$ cat src/rtl/ps2_rx_fifo.sv
`default_nettype none
// ============================================================================
// Module   : ps2_rx_fifo
// Purpose  : PS/2 device-to-host receiver. Synchronises and de-glitches the
//            PS/2 clock/data lines, deframes 11-bit frames, validates start,
//            parity and stop bits, optionally folds E0/F0 prefixes into
//            flagged key words, and queues the results in a FWFT FIFO.
//            Receive only: the PS/2 lines are never driven.
// Revision : 1.0  initial release
// ============================================================================
module ps2_rx_fifo #(
    parameter int DATA_W      = 16,
    parameter int DEPTH       = 8,
    parameter int FILTER_LEN  = 8,
    parameter int TIMEOUT_CYC = 10000,
    parameter int RAW_MODE    = 0
) (
    input  logic                       CLOCK_50,
    input  logic                       RESET,
    input  logic                       PS2_CLK,
    input  logic                       PS2_DAT,
    input  logic                       rd_en,
    input  logic                       clr_ovf,
    output logic [DATA_W-1:0]          data_out,
    output logic                       data_valid,
    output logic [$clog2(DEPTH+1)-1:0] fifo_count,
    output logic                       overflow,
    output logic                       frame_err
);

    localparam int AW  = $clog2(DEPTH);
    localparam int CW  = $clog2(DEPTH + 1);
    localparam int FW  = $clog2(FILTER_LEN + 1);
    localparam int WW  = $clog2(TIMEOUT_CYC + 1);
    localparam bit RAW = (RAW_MODE != 0);

    // ------------------------------------------------------------------
    // Input conditioning: index 0 = PS/2 clock, index 1 = PS/2 data
    // ------------------------------------------------------------------
    logic [1:0] line_in;
    logic [1:0] filt;

    assign line_in = {PS2_DAT, PS2_CLK};

    for (genvar i = 0; i < 2; i++) begin : g_line
        logic          sync_a;
        logic          sync_b;
        logic          level;
        logic [FW-1:0] cnt;

        // Two-flop synchroniser, then accept a new level only after it has
        // been seen on FILTER_LEN consecutive cycles.
        always_ff @(posedge CLOCK_50 or posedge RESET) begin
            if (RESET) begin
                sync_a <= 1'b1;
                sync_b <= 1'b1;
                level  <= 1'b1;
                cnt    <= '0;
            end else begin
                sync_a <= line_in[i];
                sync_b <= sync_a;
                if (sync_b != level) begin
                    if (cnt == FW'(FILTER_LEN - 1)) begin
                        level <= sync_b;
                        cnt   <= '0;
                    end else begin
                        cnt <= cnt + FW'(1);
                    end
                end else begin
                    cnt <= '0;
                end
            end
        end

        assign filt[i] = level;
    end

    logic clk_prev;
    logic fall_tick;
    logic filt_dat;

    assign filt_dat  = filt[1];
    assign fall_tick = clk_prev & ~filt[0];

    // Previous filtered clock level for falling-edge detection
    always_ff @(posedge CLOCK_50 or posedge RESET) begin
        if (RESET) clk_prev <= 1'b1;
        else       clk_prev <= filt[0];
    end

    // ------------------------------------------------------------------
    // Deframer
    // ------------------------------------------------------------------
    typedef enum logic [1:0] {
        S_IDLE  = 2'd0,
        S_RECV  = 2'd1,
        S_CHECK = 2'd2
    } state_t;

    state_t        state;
    state_t        state_n;
    logic [3:0]    bitcnt;
    logic [9:0]    shreg;     // [7:0] data, [8] parity, [9] stop
    logic [WW-1:0] wd;
    logic          start_frm;
    logic          shift_en;
    logic          good_frm;
    logic          clear_flags;
    logic          err_evt;
    logic          timeout;
    logic          frame_ok;

    // Odd parity over data+parity, and a high stop bit
    assign frame_ok = (^shreg[8:0]) & shreg[9];

    // Deframer state register
    always_ff @(posedge CLOCK_50 or posedge RESET) begin
        if (RESET) state <= S_IDLE;
        else       state <= state_n;
    end

    // Deframer next-state and control strobes
    always_comb begin
        state_n     = state;
        start_frm   = 1'b0;
        shift_en    = 1'b0;
        good_frm    = 1'b0;
        clear_flags = 1'b0;
        err_evt     = 1'b0;
        timeout     = 1'b0;
        unique case (state)
            S_IDLE: begin
                if (fall_tick) begin
                    if (!filt_dat) begin
                        start_frm = 1'b1;
                        state_n   = S_RECV;
                    end else begin
                        err_evt = 1'b1;
                    end
                end
            end
            S_RECV: begin
                if (fall_tick) begin
                    shift_en = 1'b1;
                    if (bitcnt == 4'd10) state_n = S_CHECK;
                end else if (wd == WW'(TIMEOUT_CYC)) begin
                    timeout     = 1'b1;
                    err_evt     = 1'b1;
                    clear_flags = 1'b1;
                    state_n     = S_IDLE;
                end
            end
            S_CHECK: begin
                if (frame_ok) begin
                    good_frm = 1'b1;
                end else begin
                    err_evt     = 1'b1;
                    clear_flags = 1'b1;
                end
                state_n = S_IDLE;
            end
            default: state_n = S_IDLE;
        endcase
    end

    logic       dec_valid;
    logic [7:0] dec_byte;

    // Bit counter, shift register, watchdog and hand-off to the decoder
    always_ff @(posedge CLOCK_50 or posedge RESET) begin
        if (RESET) begin
            bitcnt    <= '0;
            shreg     <= '0;
            wd        <= '0;
            dec_valid <= 1'b0;
            dec_byte  <= '0;
            frame_err <= 1'b0;
        end else begin
            if (start_frm)              bitcnt <= 4'd1;
            else if (shift_en)          bitcnt <= bitcnt + 4'd1;
            else if (state != S_RECV)   bitcnt <= '0;

            if (shift_en) shreg <= {filt_dat, shreg[9:1]};

            if (state == S_RECV && !fall_tick && !timeout) wd <= wd + WW'(1);
            else                                           wd <= '0;

            dec_valid <= good_frm;
            if (good_frm) dec_byte <= shreg[7:0];
            frame_err <= err_evt;
        end
    end

    // ------------------------------------------------------------------
    // Prefix decoder
    // ------------------------------------------------------------------
    logic              ext;
    logic              brk;
    logic              is_e0;
    logic              is_f0;
    logic              push;
    logic [DATA_W-1:0] push_word;

    assign is_e0 = (dec_byte == 8'hE0);
    assign is_f0 = (dec_byte == 8'hF0);

    // Word to enqueue and whether this decoded byte produces one
    always_comb begin
        push      = 1'b0;
        push_word = '0;
        push_word[7:0] = dec_byte;
        if (RAW) begin
            push = dec_valid;
        end else begin
            push         = dec_valid & ~is_e0 & ~is_f0;
            push_word[8] = ext;
            push_word[9] = brk;
        end
    end

    // Extended/break prefix flags; a bad frame or timeout forgets them
    always_ff @(posedge CLOCK_50 or posedge RESET) begin
        if (RESET) begin
            ext <= 1'b0;
            brk <= 1'b0;
        end else if (clear_flags) begin
            ext <= 1'b0;
            brk <= 1'b0;
        end else if (dec_valid && !RAW) begin
            if (is_e0) begin
                ext <= 1'b1;
            end else if (is_f0) begin
                brk <= 1'b1;
            end else begin
                ext <= 1'b0;
                brk <= 1'b0;
            end
        end
    end

    // ------------------------------------------------------------------
    // First-word-fall-through FIFO
    // ------------------------------------------------------------------
    logic [DATA_W-1:0] mem [DEPTH];
    logic [AW-1:0]     wptr;
    logic [AW-1:0]     rptr;
    logic [CW-1:0]     count;
    logic              full;
    logic              empty;
    logic              wr;
    logic              rd;

    assign full  = (count == CW'(DEPTH));
    assign empty = (count == '0);
    assign rd    = rd_en & ~empty;
    // A push at full still fits when the head is popped on the same edge
    assign wr    = push & (~full | rd);

    // Storage array; contents need no reset since count gates visibility
    always_ff @(posedge CLOCK_50) begin
        if (wr) mem[wptr] <= push_word;
    end

    // Pointers, occupancy and sticky overflow
    always_ff @(posedge CLOCK_50 or posedge RESET) begin
        if (RESET) begin
            wptr     <= '0;
            rptr     <= '0;
            count    <= '0;
            overflow <= 1'b0;
        end else begin
            if (wr) wptr <= wptr + AW'(1);
            if (rd) rptr <= rptr + AW'(1);
            unique case ({wr, rd})
                2'b10:   count <= count + CW'(1);
                2'b01:   count <= count - CW'(1);
                default: count <= count;
            endcase
            if (push && full && !rd) overflow <= 1'b1;
            else if (clr_ovf)        overflow <= 1'b0;
        end
    end

    assign data_valid = ~empty;
    assign fifo_count = count;
    assign data_out   = empty ? '0 : mem[rptr];

endmodule
`default_nettype wire
$ cat config.mk
export PLATFORM = sky130hd
export DESIGN_NAME = ps2_rx_fifo
export DESIGN_NICKNAME = d
export VERILOG_FILES = /design/src/rtl/ps2_rx_fifo.sv
export SDC_FILE = /design/constraint.sdc
export NUM_CORES = 1
export LEC_CHECK = 0
export CORE_MARGIN = 3
export CORE_UTILIZATION = 41
export CTS_CLUSTER_SIZE = 10
export DETAILED_ROUTE_END_ITERATION = 7
export PLACE_DENSITY = 0.65
export SLEW_MARGIN = 20
export SYNTH_ARGS = -nofsm -noshare
export SYNTH_HDL_FRONTEND = slang
export SYNTH_SLANG_ARGS = --single-unit
$ cat constraint.sdc
create_clock -name CLOCK_50 -period 7.1 [get_ports CLOCK_50]
set_input_delay 1.42 -clock CLOCK_50 [delete_from_list [all_inputs] [get_ports CLOCK_50]]
set_output_delay 1.42 -clock CLOCK_50 [all_outputs]
set_load 0.005 [all_outputs]
==> impl_metrics.py, run 1 <==
metrics = {
    "critical_path": {
        "start_kind": "register",
        "cpLargestDelayFamily": "buffers and inverters",
        "cp.required_ns": 5.68,
        "cp.arrival_ns": 2.77,
        "cpMaxStageDelayCell": "dfrtp_1",
        "crit_fanout": 13,
        "path_class": "reg -> out",
        "path_cells": "buf_4 -> mux4_2 -> mux2i_1 -> nor2_1 -> clkdlybuf4s50_1",
        "cp_slowest_stage_delay_ns": 0.72,
        "crit_buf_inv": 2,
        "end_kind": "primary output",
    },
    "layout": {
        "fin_cells": 651,
        "fin_util_pct": 49.8,
        "finalNetCount": 475,
        "syn_to_final_growth_pct": 16.6,
        "n_antenna_cell": 0,
        "drive_gt1_share_pct": 18.6,
    },
    "cts": {
        "cts_tree": "done",
        "post-cts-setup-buffers": 0,
        "clock_latency_ns": 0.41,
        "cts_sinks": 148,
        "numCtsBuffers": 17,
        "htreeDepth": 4,
        "cts_hold_buf": 0,
        "cts.repair.resized": 0,
        "root_buffer": "clkbuf_16",
        "clkSlewWorstSetupHoldPaths_ns": 0.06,
        "clk_path_buf_depth": 2,
    },
    "synth": {
        "synthCells": 421,
        "ys_types": 45,
        "synth_top_area_share_pct": 38.1,
        "synthXorXnorAreaFrac_pct": 4.47,
        "syn_area_per_cell_um2": 15.0,
        "synthArstFlopShare_pct": 45.9,
        "synthAdderAreaFrac_pct": 2.98,
        "ys_seq_area_share_pct": 65.3,
        "synth-edff-count": 80,
        "yosys_register_bits": 148,
        "synthesis.area_um2": 6300,
        "synth_top_family_by_area": "multiplexers",
        "netlist_top_cells_area": "edfxtp_1 (38%), dfrtp_1 (24%), mux4_2 (7.2%)",
        "synthSimpleGateAreaFrac_pct": 8.84,
        "synth_top_area_cell": "edfxtp_1",
        "ys.flop_type": "edfxtp_1",
        "yosysWarnings": 0,
        "synthMuxAreaShare_pct": 13.3,
        "synth_compound_gate_area_share_pct": 2.56,
    },
    "outcome": {
        "status": "finished clean",
    },
    "pwr": {
        "ir_drop_mv": 0.166,
        "p_leak_nw": 2.88,
        "powerDensity_nw_per_um2": 354,
    },
    "drt": {
        "routed_wl_um": 10400,
        "ant_nets": 0,
        "vias_per_cell": 5.04,
        "num_vias": 3278,
        "wire_per_inst_um": 16.0,
        "drt_iter0_drc": 218,
        "drt-pass1-iter-count": 4,
        "drc": 0,
    },
    "floorplanning": {
        "coreArea_um2": 14800,
        "die_area_um2": 16900,
        "rows": 44,
        "start_util_pct": 42.7,
        "pin_count": 29,
        "die-width_um": 130,
        "fp.dieH_um": 130,
    },
    "timing": {
        "post-route-period-util_pct": 59.0,
        "max_slew_margin_pct": 28.3,
        "period_needed_ns": 4.19,
        "drv_slew": 0,
        "fin_hold_ws_ns": 0.356,
        "finalSetupTns_ns": 0,
        "finalClockSkew_ns": 0.00657,
        "setup_viol": 0,
        "hold_violations": 0,
        "rsz0062_at_grt": "false",
        "fmax_mhz": 239,
        "worstMarginPinSlew_ns": 1.07,
    },
    "placed_design": {
        "place_congestion": 0.780,
        "dp_hpwl_um": 6780,
        "placed_cells": 619,
        "numPortBuffers": 22,
    },
    "grt": {
        "grt_max_degree": 69,
        "grt_antenna_before_repair": 0,
        "grt_pass1_wl_um": 17700,
        "grtUsageTotal_pct": 13.6,
        "grt-ovfl-total": 0,
        "grt_pass1_vias": 3485,
    },
    "hold_path": {
        "hold_path.class": "reg -> reg",
    },
    "flow_run": {
        "cap_violations": 0,
    },
}
[cell usage in the layout, fill, tap and decap left out, drive strengths merged, types with 8 or more instances in the layout]
master	n
a21oi	9
clkbuf	24
clkdlybuf4s50	22
dfrtp	61
edfxtp	80
ha	15
inv	16
mux2	22
mux2i	11
mux4	20
nand2	22
nand3	9
nor2	40
nor3	8
o21ai	11
xnor2	16
xor2	11
[routing by layer]
layer / up-vias / routed length (µm) / track usage (%)
met2: 45 / 5110 / 22.0
met4: 0 / 112 / 4.03
li1: 1578 / - / -
met1: 1647 / 4870 / 17.8
met3: 8 / 317 / 4.18
met5: - / 0 / 0
[through the flow]
step,power [W],setup slack (ns),cell area [µm²]
4_1_cts,0.00264,2.84,7350
3_3_place_gp,0.00167,3.36,6710
6_report,0.00260,2.91,7350
5_1_grt,0.00274,2.72,7350
2_1_floorplan,0.00147,3.98,6320
3_5_place_dp,0.00169,3.30,6710
[state kept, by name (all words and copies together) (netlist names), 2 cells and up]
| name | cells |
|---|---|
| bitcnt | 4 |
| g_line.sync_b | 2 |
| mem | 80 |
| shreg | 10 |
| wd | 14 |
| wptr | 3 |
| state | 2 |
| g_line.cnt | 8 |
| dec_byte | 8 |
| rptr | 3 |
| fifo_count | 4 |
| g_line.sync_a | 2 |
[kinds of logic after synthesis]
| logic type | after synthesis |
|---|---|
| flops | 148 |
| simple gates | 114 |
| mux | 53 |
| buf+inv | 33 |
| xor+xnor | 29 |
| compound gates | 28 |
| fa+ha+maj | 15 |
| other cells | 1 |
[synthesized netlist by cell type, types with 2 or more instances]
| cell type | instances |
|---|---|
| a21oi_1 | 9 |
| a31oi_1 | 2 |
| and2_1 | 2 |
| buf_2 | 2 |
| buf_4 | 6 |
| clkbuf_1 | 8 |
| dfrtp_1 | 61 |
| dfstp_2 | 7 |
| edfxtp_1 | 80 |
| ha_1 | 15 |
| inv_1 | 16 |
| mux2_2 | 14 |
| mux2_4 | 8 |
| mux2i_1 | 11 |
| mux4_2 | 20 |
| nand2_1 | 22 |
| nand2b_1 | 7 |
| nand3_1 | 9 |
| nand3b_1 | 4 |
| nand4_1 | 3 |
| nor2_1 | 40 |
| nor2b_1 | 6 |
| nor3_1 | 8 |
| nor3b_1 | 2 |
| nor4_1 | 2 |
| o21ai_0 | 11 |
| or3_1 | 2 |
| xnor2_1 | 16 |
| xnor3_1 | 2 |
| xor2_1 | 11 |
[worst paths after layout]
| check | startpoint | to | slack [ns] | cells past startpoint |
|---|---|---|---|---|
| min | g_line[0].sync_a | g_line[0].sync_b | 0.36 | 0 |
| max in group asynchronous | RESET | g_line[1].cnt[0] | 4.94 | 3 |
| max | rptr[0] | data_out[6] | 2.91 | 5 |
| min reg2reg | g_line[0].sync_a | g_line[0].sync_b | 0.36 | 0 |
| max reg2reg | fifo_count[0] | fifo_count[2] | 3.97 | 9 |
| min in group asynchronous | RESET | wd[9] | 1.60 | 3 |
[area by class of cell]
class,count,area [µm²]
clock buffer,24,482
clock inverter,8,153
fill,1248,7410
inverter,16,60.1
multi-input combinational,245,2060
sequential,148,4110
tap,184,230
timing repair buffer,26,250
[power breakdown]
group	switching (W)	leakage, nW	internal [W]
clock network	0.000322	0.301	0.000618
logic	0.000231	0.937	0.000354
registers	0.000114	1.64	0.000963
[worst reg2reg max path: stages (launching register included)]
cell,delay (ns)
dfrtp_1,0.47
nor4_2,0.96
nor2b_1,0.37
ha_1,0.37
xor2_1,0.17
ha_1,0.19
a21oi_1,0.14
xor2_1,0.16
nor2_1,0.06
xor2_1,0.14
(Power assumes the default switching activity.)
==> run 2: changes to the inputs <==
==> constraint.sdc (replaced) <==
create_clock -name CLOCK_50 -period 4.2 [get_ports CLOCK_50]
set_input_delay 0.84 -clock CLOCK_50 [delete_from_list [all_inputs] [get_ports CLOCK_50]]
set_output_delay 0.84 -clock CLOCK_50 [all_outputs]
set_load 0.005 [all_outputs]
==> run 2 against run 1 <==
Wire length decreased by 2.2%. Sequential power increased by 66%. Largest cell class unchanged. Register-to-register slack got worse by 2.5 ns. Final cell count increased by 0.77%. Global-route usage decreased by 0.23 points. Largest power group unchanged. Clock power increased by 54%. Hold slack improved by 0.0039 ns. Critical path type unchanged. Design area decreased by 0.44%.
==> impl_metrics.py, run 2 (synthesis results as in run 1) <==
metrics = {
    "floorplanning": {
        "die_area_um2": 16900,
        "fp.dieH_um": 130,
        "rows": 44,
        "die-width_um": 130,
        "coreArea_um2": 14800,
        "start_util_pct": 42.7,
        "pin_count": 29,
    },
    "pwr": {
        "p_int_w": 0.00310,
        "power_frac_seq_pct": 42.2,
        "p_leak_nw": 2.82,
        "ir_drop_mv": 0.262,
        "clkPwrFrac_pct": 34.0,
        "comb_power_share_pct": 23.8,
        "powerDensity_nw_per_um2": 581,
        "p_sw_share_pct": 27.1,
        "p_sw_w": 0.00115,
    },
    "cts": {
        "cts_tree": "done",
        "root_buffer": "clkbuf_16",
        "post-cts-setup-buffers": 0,
        "clock_latency_ns": 0.41,
        "numCtsBuffers": 17,
        "htreeDepth": 4,
        "cts.repair.resized": 0,
        "clk_path_buf_depth": 2,
        "cts_sinks": 148,
        "clkSlewWorstSetupHoldPaths_ns": 0.06,
        "cts_hold_buf": 0,
    },
    "drt": {
        "wire_per_inst_um": 15.5,
        "drt_iter0_drc": 199,
        "ant_nets": 0,
        "drc": 0,
        "routed_wl_um": 10200,
        "num_vias": 3312,
        "drt-pass1-iter-count": 4,
        "vias_per_cell": 5.05,
    },
    "timing": {
        "hold_violations": 0,
        "fmax_mhz": 297,
        "post-route-period-util_pct": 80.3,
        "finalWorstSetupSlack_ns": 0.828,
        "rsz0062_at_grt": "false",
        "finalClockSkew_ns": 0.00723,
        "setup_viol": 0,
        "period_needed_ns": 3.37,
        "worstMarginPinSlew_ns": 1.00,
        "max_slew_margin_pct": 33.1,
        "finalSetupTns_ns": 0,
        "drv_slew": 0,
    },
    "layout": {
        "finalNetCount": 480,
        "fin_util_pct": 49.6,
        "layout_common_cells": "edfxtp_1 (80), dfrtp_1 (61), nor2_1 (40)",
        "regMostFlops": "mem",
        "largest_registers": "mem: 80 flops, wd: 14 flops, shreg: 10 flops",
        "drive_gt1_share_pct": 19.3,
        "largest_reg_flops": 80,
        "n_antenna_cell": 0,
        "syn_to_final_growth_pct": 16.1,
        "layout_commonest_cell": "edfxtp_1",
    },
    "placed_design": {
        "dp_hpwl_um": 6690,
        "place_congestion": 0.793,
        "place_ws_ns": 1.03,
        "numPortBuffers": 22,
    },
    "flow_run": {
        "cap_violations": 0,
    },
    "critical_path": {
        "path_class": "reg -> out",
        "crit_fanout": 22,
        "crit_buf_inv": 1,
        "path_cells": "mux4_2 -> mux2i_1 -> nor2_1 -> clkdlybuf4s50_1",
        "cpMaxStageDelayCell": "dfrtp_1",
        "cp.arrival_ns": 2.53,
        "cp.required_ns": 3.36,
        "start_kind": "register",
        "cpLargestDelayFamily": "flip-flops",
        "cp_slowest_stage_delay_ns": 1.00,
        "end_kind": "primary output",
    },
    "grt": {
        "grt_max_degree": 50,
        "top_usage_layer": "met2",
        "grt_util_met3_pct": 3.40,
        "grtUsageMet2_pct": 21.8,
        "grt_pass1_wl_um": 17300,
        "grt_pass1_vias": 3468,
        "grt-ovfl-total": 0,
        "grt_antenna_before_repair": 0,
        "met1_usage_pct": 17.1,
        "grtUsageTotal_pct": 13.4,
    },
    "hold_path": {
        "hold_path.class": "reg -> reg",
    },
    "outcome": {
        "status": "finished clean",
    },
}
## run 2: cell types whose count changed in the layout (fill, tap and decap cells not counted), sizes merged
cell / delta
buf: +5
clkinv: +5
clkbuf: -4
bufinv: -2
inv: +1
## run 2: area by class of cell
type                    instances  area (µm²)
fillers                      1245        7440
flip-flops and latches        148        4110
multi-input cells             245        2050
clock buffers                  20         437
repair buffers                 31         288
well taps                     184         230
clock inverters                12         131
inverters                      16        61.3
## run 2: stage by stage
| stage | instances | total power (W) | instance area (µm²) | hold WS [ns] |
|---|---|---|---|---|
| 2_1_floorplan | 426 | 0.00248 | 6320 | 0.345 |
| 6_report | 656 | 0.00425 | 7310 | 0.360 |
| 3_3_place_gp | 624 | 0.00283 | 6750 | 0.347 |
| 5_1_grt | 656 | 0.00451 | 7310 | 0.364 |
| 4_1_cts | 656 | 0.00432 | 7310 | 0.362 |
| 3_5_place_dp | 624 | 0.00286 | 6750 | 0.347 |
## run 2: final timing paths
| path | startpoint | to | slack [ns] | cells after the start |
|---|---|---|---|---|
| hold / removal | g_line[1].sync_a | g_line[1].sync_b | 0.36 | 0 |
| min in group asynchronous | RESET | wd[8] | 0.90 | 2 |
| setup / recovery | rptr[1] | data_out[6] | 0.83 | 4 |
| max in group asynchronous | RESET | dec_byte[7] | 2.54 | 3 |
| hold reg to reg | g_line[1].sync_a | g_line[1].sync_b | 0.36 | 0 |
| setup reg to reg | dec_byte[2] | fifo_count[3] | 1.52 | 11 |
## run 2: power groups by stage
stage	registers, W	logic, W	clock network (W)
2_1_floorplan	0.00173	0.000741	0
3_3_place_gp	0.00182	0.00101	0
3_5_place_dp	0.00183	0.00103	0
4_1_cts	0.00180	0.00104	0.00148
5_1_grt	0.00182	0.00113	0.00155
6_report	0.00179	0.00101	0.00145
## run 2: routing by layer
layer / up-vias / wire length, µm
li1: 1595 / -
met1: 1655 / 4790
met2: 48 / 4920
met3: 14 / 323
met4: 0 / 148
met5: - / 0
==> run 3: changes to the inputs <==
==> constraint.sdc (replaced) <==
create_clock -name CLOCK_50 -period 3.3 [get_ports CLOCK_50]
set_input_delay 0.66 -clock CLOCK_50 [delete_from_list [all_inputs] [get_ports CLOCK_50]]
set_output_delay 0.66 -clock CLOCK_50 [all_outputs]
set_load 0.005 [all_outputs]
==> run 3 against run 2 <==
Flip-flop and latch count stayed put. Wire length grew 2.6%. Register-to-register slack lost 0.94 ns. Sequential share of layout area fell by 0.40 points. Clock power up 25%. Die area unchanged. Sequential power up 25%. Non-clock buffer count grew 7. Critical path type unchanged. Critical endpoint is now data_out[8].
==> impl_metrics.py, run 3 (synthesis results as in run 1) <==
metrics = {
    "cts": {
        "cts_tree": "done",
        "clock_latency_ns": 0.42,
        "clk_path_buf_depth": 2,
        "post-cts-setup-buffers": 0,
        "htreeDepth": 4,
        "cts_hold_buf": 0,
        "cts_sinks": 148,
        "cts.repair.resized": 0,
        "root_buffer": "clkbuf_16",
        "clkSlewWorstSetupHoldPaths_ns": 0.06,
        "numCtsBuffers": 17,
    },
    "layout": {
        "regMostFlops": "mem",
        "finalNetCount": 487,
        "largest_registers": "mem: 80 flops, wd: 14 flops, shreg: 10 flops",
        "drive_gt1_share_pct": 20.7,
        "fin_util_pct": 49.9,
        "fillCellCount": 1248,
        "largest_reg_flops": 80,
        "syn_to_final_growth_pct": 17.0,
        "layout_commonest_cell": "edfxtp_1",
        "layout_common_cells": "edfxtp_1 (80), dfrtp_1 (61), nor2_1 (40)",
        "n_antenna_cell": 0,
    },
    "critical_path": {
        "cp.arrival_ns": 2.38,
        "path_class": "reg -> out",
        "worst-r2r-setup-slack_ns": 0.58,
        "start_kind": "register",
        "worst_r2r_path_depth": 11,
        "cp.required_ns": 2.64,
        "end_kind": "primary output",
        "crit_fanout": 22,
    },
    "pwr": {
        "finalPower_w": 0.00540,
        "ir_drop_mv": 0.387,
        "powerDensity_nw_per_um2": 733,
        "p_leak_nw": 2.86,
    },
    "flow_run": {
        "cap_violations": 0,
    },
    "drt": {
        "wl_met3_um": 344,
        "vias_per_cell": 5.06,
        "drt-met1-wl_um": 4790,
        "num_vias": 3357,
        "ant_nets": 0,
        "routed_wl_um": 10400,
        "drt-pass1-iter-count": 4,
        "drt_iter0_drc": 197,
        "route.met2.wl_um": 5140,
        "drc": 0,
        "highest-signal-layer": "met4",
        "wire_per_inst_um": 15.7,
    },
    "outcome": {
        "status": "finished clean",
    },
    "placed_design": {
        "place_congestion": 0.763,
        "dp_hpwl_um": 6820,
        "numPortBuffers": 22,
    },
    "timing": {
        "post-route-period-util_pct": 92.0,
        "setup_viol": 0,
        "worstMarginPinSlew_ns": 0.809,
        "hold_violations": 0,
        "drv_slew": 0,
        "max_slew_margin_pct": 46.0,
        "rsz0062_at_grt": "false",
        "finalClockSkew_ns": 0.00981,
        "fmax_mhz": 329,
        "period_needed_ns": 3.04,
        "finalSetupTns_ns": 0,
    },
    "floorplanning": {
        "pin_count": 29,
        "coreArea_um2": 14800,
        "start_util_pct": 42.7,
        "die_area_um2": 16900,
        "fp.dieH_um": 130,
        "rows": 44,
        "die-width_um": 130,
    },
    "hold_path": {
        "hold_path.class": "reg -> reg",
        "hold_depth": 0,
    },
    "grt": {
        "grt_pass1_wl_um": 17300,
        "grt_antenna_before_repair": 0,
        "grt_max_degree": 39,
        "grt_pass1_vias": 3422,
        "grt-ovfl-total": 0,
        "grtUsageTotal_pct": 13.5,
    },
}
run 3: cell types whose count changed in the layout (fill, tap and decap cells not counted), sizes merged:
cell | before | now
buf | 9 | 16
bufinv | 2 | 0
clkbuf | 20 | 24
clkinv | 7 | 3
clkinvlp | 2 | 3
inv | 17 | 18
run 3: worst paths after layout:
check,start,to
max,rptr[0],data_out[8]
min,g_line[1].sync_a,g_line[1].sync_b
max reg2reg,dec_byte[2],fifo_count[3]
min reg2reg,g_line[1].sync_a,g_line[1].sync_b
max in group asynchronous,RESET,dec_byte[5]
min in group asynchronous,RESET,fifo_count[1]
run 3: report_power, final:
| group | internal, W | total, W | leakage, nW | switching, W |
|---|---|---|---|---|
| logic | 0.000777 | 0.00136 | 0.994 | 0.000582 |
| clock network | 0.00107 | 0.00181 | 0.269 | 0.000730 |
| registers | 0.00207 | 0.00223 | 1.59 | 0.000162 |
run 3: stage by stage:
stage	instance area, µm²	setup WS, ns	std cells	hold slack (ns)
finish	7370	0.265	663	0.355
floorplan	6320	0.783	426	0.345
CTS	7370	0.199	663	0.356
global placement	6800	0.378	631	0.347
detailed placement	6800	0.317	631	0.347
global route	7370	0.0827	663	0.364
run 3: worst max-delay path, stage by stage, from the launching register on:
cell             delay (ns)
dfrtp_1                0.32
buf_4                  0.39
mux4_2                 0.59
mux2i_1                0.15
nor2_1                 0.06
clkdlybuf4s50_1        0.44
run 3: layer usage:
metal / vias to the layer above / global-route usage, %
li1: 1603 / -
met1: 1690 / 17.6
met2: 48 / 21.7
met3: 16 / 3.23
met4: 0 / 5.99
met5: - / 0
run 3: final cells by class:
| type | count | area, µm² | share of cell area, % |
|---|---|---|---|
| sequential | 148 | 4110 | 55.8 |
| timing repair buffer | 38 | 340 | 4.62 |
| tap | 184 | 230 | 3.13 |
| inverter | 16 | 60.1 | 0.815 |
| clock buffer | 24 | 503 | 6.83 |
| multi-input combinational | 245 | 2050 | 27.9 |
| clock inverter | 8 | 66.3 | 0.900 |
